### src/rtl/seq_and_reducer.sv
// seq_and_reducer
//
// Sequential bitwise-AND reduction engine. Operands arrive one per accepted
// beat on a valid/ready input stream. They are folded into a single
// accumulator. The beat flagged in_last closes the reduction, and the result
// is then held on the output handshake until the consumer takes it.
//
// Optional feature macro: SEQ_AND_OR_MODE_EN
//   When defined, this adds the op_or input. op_or is sampled on the first
//   beat of each reduction and selects OR reduction (1) or AND reduction (0)
//   for that whole reduction.
//
// Parameters
//   WIDTH      operand/result width (>= 1)
//   MAX_BEATS  beat count at which out_count saturates (>= 1)
//
// Ports
//   clk        rising-edge clock
//   rst        asynchronous active-high reset
//   in_valid   producer offers a beat
//   in_ready   block can accept a beat (IDLE or ACC)
//   in_data    operand
//   in_last    beat is the final operand of the reduction
//   op_or      (SEQ_AND_OR_MODE_EN only) OR-reduction select, first beat only
//   out_valid  result available (HOLD)
//   out_ready  consumer takes result
//   out_data   reduction result (accumulator register)
//   out_count  beats reduced, saturating at MAX_BEATS
//   out_ovf    more than MAX_BEATS beats were reduced

module seq_and_reducer #(
  parameter int WIDTH     = 8,
  parameter int MAX_BEATS = 16,
  localparam int CW       = $clog2(MAX_BEATS + 1)
) (
  input  logic             clk,
  input  logic             rst,
  input  logic             in_valid,
  output logic             in_ready,
  input  logic [WIDTH-1:0] in_data,
  input  logic             in_last,
`ifdef SEQ_AND_OR_MODE_EN
  input  logic             op_or,
`endif
  output logic             out_valid,
  input  logic             out_ready,
  output logic [WIDTH-1:0] out_data,
  output logic [CW-1:0]    out_count,
  output logic             out_ovf
);

  typedef enum logic [1:0] {
    IDLE = 2'd0,
    ACC  = 2'd1,
    HOLD = 2'd2
  } state_t;

  localparam logic [CW-1:0] MAX_CNT = CW'(MAX_BEATS);

  state_t           state_q, state_d;
  logic [WIDTH-1:0] acc_q, acc_d;
  logic [CW-1:0]    count_q, count_d;
  logic             ovf_q, ovf_d;
  logic             accept;

`ifdef SEQ_AND_OR_MODE_EN
  logic             op_or_q, op_or_d;
`endif

  // The handshake outputs are decoded from the state register only. This
  // keeps every output free of combinational paths from the inputs.
  assign in_ready  = (state_q == IDLE) || (state_q == ACC);
  assign out_valid = (state_q == HOLD);
  assign out_data  = acc_q;
  assign out_count = count_q;
  assign out_ovf   = ovf_q;

  assign accept = in_valid & in_ready;

  always_comb begin
    state_d = state_q;
    acc_d   = acc_q;
    count_d = count_q;
    ovf_d   = ovf_q;
`ifdef SEQ_AND_OR_MODE_EN
    op_or_d = op_or_q;
`endif

    case (state_q)
      IDLE: begin
        // The first beat loads the accumulator directly. The reduction mode
        // is latched here so that mid-stream changes to op_or have no effect.
        if (accept) begin
          acc_d   = in_data;
          count_d = CW'(1);
          ovf_d   = 1'b0;
`ifdef SEQ_AND_OR_MODE_EN
          op_or_d = op_or;
`endif
          state_d = in_last ? HOLD : ACC;
        end
      end

      ACC: begin
        // Beats past the limit are still folded into the accumulator.
        // Only the count saturates, and the overflow flag records it.
        if (accept) begin
`ifdef SEQ_AND_OR_MODE_EN
          acc_d = op_or_q ? (acc_q | in_data) : (acc_q & in_data);
`else
          acc_d = acc_q & in_data;
`endif
          if (count_q == MAX_CNT) begin
            ovf_d = 1'b1;
          end else begin
            count_d = count_q + CW'(1);
          end
          if (in_last) begin
            state_d = HOLD;
          end
        end
      end

      HOLD: begin
        // The result registers stay untouched until the consumer takes them.
        // in_ready is low here, so no beat is accepted in this cycle.
        if (out_ready) begin
          state_d = IDLE;
        end
      end

      default: begin
        state_d = IDLE;
      end
    endcase
  end

  // Reset drops any partial or pending result.
  // The accumulator restarts at all ones, which is the identity for AND.
  always_ff @(posedge clk or posedge rst) begin
    if (rst) begin
      state_q <= IDLE;
      acc_q   <= {WIDTH{1'b1}};
      count_q <= '0;
      ovf_q   <= 1'b0;
`ifdef SEQ_AND_OR_MODE_EN
      op_or_q <= 1'b0;
`endif
    end else begin
      state_q <= state_d;
      acc_q   <= acc_d;
      count_q <= count_d;
      ovf_q   <= ovf_d;
`ifdef SEQ_AND_OR_MODE_EN
      op_or_q <= op_or_d;
`endif
    end
  end

endmodule

### config.mk
export PLATFORM = sky130hd
export DESIGN_NAME = seq_and_reducer
export DESIGN_NICKNAME = d
export VERILOG_FILES = /design/src/rtl/seq_and_reducer.sv
export SDC_FILE = /design/constraint.sdc
export NUM_CORES = 1
export LEC_CHECK = 0
export ABC_AREA = 1
export CAP_MARGIN = 20
export CELL_PAD_IN_SITES_DETAIL_PLACEMENT = 0
export CELL_PAD_IN_SITES_GLOBAL_PLACEMENT = 1
export CORE_MARGIN = 4
export CORE_UTILIZATION = 28
export DETAILED_ROUTE_END_ITERATION = 7
export GPL_TIMING_DRIVEN = 0
export PLACE_DENSITY = 0.83
export SYNTH_ARGS = -nofsm -noshare
export SYNTH_HDL_FRONTEND = slang
export SYNTH_SLANG_ARGS = --single-unit
### constraint.sdc
create_clock -name clk -period 1.1 [get_ports clk]
set_clock_uncertainty 0.05 [all_clocks]
set_input_delay 0.165 -clock clk [delete_from_list [all_inputs] [get_ports clk]]
set_output_delay 0.165 -clock clk [all_outputs]
set_load 0.1 [all_outputs]
==> flow_metrics.env <==
export IMPL_outcome="complete, but fails checks"
export IMPL_violations="negative setup slack"
export IMPL_start_util_pct=29.5
export IMPL_core_sq_um=2760
export IMPL_r2r_start="out_count[1]"
export IMPL_finalNetCount=156
export IMPL_gp_routability_congestion=0.760
export IMPL_worst_slew_pin_slew_ns=0.601
export IMPL_final_layout_size_suffix_gt1_share_pct=68.6
export IMPL_ys_warn_count=0
export IMPL_required_ns=1.27
export IMPL_clk_latency_ns=0.29
export IMPL_cp_end_kind="flip-flop"
export IMPL_synth_most_common_cell="inv_1"
export IMPL_cp_startpoint="out_count[1]"
export IMPL_ys_top_cells_by_area="dfstp_2 (26%), dfrtp_1 (25%), inv_1 (7.8%)"
export IMPL_overflow=0
export IMPL_rows=19
export IMPL_worstPathArrival_ns=1.50
export IMPL_grt_start_max_net_pins=17
export IMPL_crit_fanout=5
export IMPL_slew_viol_final=0
export IMPL_setup_slack_ns=-0.231
export IMPL_p_leak_uw=0.000724
export IMPL_cts_tree="built"
export IMPL_synthCells=90
export IMPL_async_reset_ff_share_pct=100
export IMPL_num_vias=812
export IMPL_avgSynthCellArea_sq_um=9.04
export IMPL_placed_cell_area_sq_um=1240
export IMPL_setup_viol=31
export IMPL_diodes=0
export IMPL_syn_num_nets=105
export IMPL_numPortBuffers=28
export IMPL_via_per_inst=4.75
export IMPL_clock_sinks=16
export IMPL_wirelength_microns=2480
export IMPL_netlist_area_leader_share_pct=25.8
export IMPL_antenna_found_initial=0
export IMPL_ys_seq_area_share_pct=50.5
export IMPL_critical_path_class="reg2reg"
export IMPL_final_util_pct=62.9
export IMPL_dp_slack_ns=-0.839
export IMPL_ir_worst_vdd_uv=1390
export IMPL_cts_root_buf="clkbuf_4"
export IMPL_drc=0
export IMPL_ios=29
export IMPL_firstDrtPassIters=4
export IMPL_relSlewSlack_pct=59.9
export IMPL_powerDensity_nw_per_um2=1610
export IMPL_dpl_hpwl_microns=1390
export IMPL_ys_ff_latch=16
export IMPL_clk_pin_slew_worst_paths_ns=0.10
export IMPL_netlist_area_sq_um=813
export IMPL_synth_edff_count=0
export IMPL_synth_distinct_cells=21
export IMPL_ant_nets=0
export IMPL_syn2layout_area_growth_pct=113
export IMPL_rsz0062_at_grt="true"
export IMPL_grt_pass1_vias=870
export IMPL_setup_tns_ns=-3.98
export IMPL_critPathLaunchType="flip-flop"
export IMPL_initialDrtViolationCount=35
export IMPL_grt_util_all_layers_pct=14.8
export IMPL_finalHoldViolations=0
export IMPL_fin_crit_sh_pct=121
export IMPL_cts_buffers=3
export IMPL_drt_wirelength_per_cell_microns=14.5
export IMPL_grt_pass1_wl_microns=4110
export IMPL_hold_class="in2async"
export IMPL_synthTopCellsByCount="inv_1 (17), nand2_1 (11), nor2_1 (10)"
export IMPL_postLayoutCellArea_sq_um=1730
export IMPL_yosysTopAreaCell="dfstp_2"
export IMPL_ctsHoldBuffers=0
export IMPL_die_width_microns=61.9
export IMPL_max_cap_viol_count=0
export IMPL_clockBufferDepth=2
export IMPL_max_freq_mhz=751
export IMPL_die_y_microns=61.9
export IMPL_period_minus_slack_ns=1.33
export IMPL_synth_flop_cell="dfstp_2"
export IMPL_die_area_sq_um=3830
export IMPL_hold_slack_ns=0.189
export IMPL_cts_max_level=1
-- cells in the final DEF, fill, tap and decap left out, types with 2 or more instances in the layout --
cell type and count:
buf_12 19, inv_1 13, clkdlybuf4s50_1 12, buf_4 12, nor2_2 8, a21oi_2 8, dfstp_4 8, nand2_1 7
nand3_1 6, dfrtp_2 6, nor2_4 3, nand2_2 3, nand2_8 3, nand2_4 3, o21ai_1 3, clkbuf_4 3
buf_6 2, o21ai_2 2, nand4_1 2, inv_4 2, ha_4 2, dfrtp_4 2
-- sequential cells by signal (all words and copies together) (netlist names) --
signal and cells:
out_data 8, out_count 5, state_q 2, out_ovf 1
-- where the power goes --
group	leakage, uW	total [uW]	switching (uW)	internal, uW
Combinational	0.000521	1520	932	584
Clock	0.0000210	395	194	202
Sequential	0.000182	885	120	765
-- metal layers --
layer,global-route usage [%],wire (microns),up-vias
met2,27.1,1340,30
met4,4.55,29,0
met5,0,0,-
met3,3.31,176,3
li1,-,-,393
met1,17.0,937,386
-- final timing paths --
check                          endpoint  slack [ns]  cells after the start
setup / recovery           out_count[3]       -0.23                      8
hold / removal             out_count[1]        0.19                      2
setup reg to reg           out_count[3]       -0.23                      8
hold reg to reg                 out_ovf        0.53                      2
max in group asynchronous  out_count[0]        0.36                      2
min in group clk            out_data[4]        0.39                      3
-- through the flow --
step / total power [uW] / instances
after global placement: 1950 / 149
after CTS: 2750 / 168
after floorplan: 1720 / 90
after detailed placement: 1970 / 149
after global routing: 2930 / 171
final: 2800 / 171
-- critical path: stages (launching register included) --
cell and delay, ns:
dfrtp_4 0.55, inv_4 0.08, ha_4 0.12, nand2_2 0.04
inv_2 0.08, nand3_4 0.09, nand2_4 0.11, nand2_1 0.06
o21ai_1 0.07
-- cell families (layout without fill, tap and decap cells) --
group | count (synthesis) | after routing | share of synthesized area [%]
adders and majority gates | 2 | 2 | 3.08
AOI/OAI and AO/OA | 16 | 16 | 11.1
and+or+nand+nor | 36 | 38 | 24.9
DFF | 16 | 16 | 50.5
buffers and inverters | 20 | 68 | 10.5
-- what timing repair did --
item	in CTS	in global routing
endpoints found under the setup margin	24	32
gates resized for setup	163	16
setup buffers	13	3
gates cloned	2	0
pin swaps	4	2
-- final cells by class --
| cell class | count | area [sq um] |
|---|---|---|
| buffer | 1 | 11.3 |
| clock buffer | 4 | 36.3 |
| fill | 213 | 1020 |
| inverter | 19 | 100 |
| multi-input combinational | 56 | 490 |
| sequential | 16 | 455 |
| tap | 31 | 38.8 |
| timing repair buffer | 44 | 602 |
No activity file was read; power rests on OpenSTA's default activity.
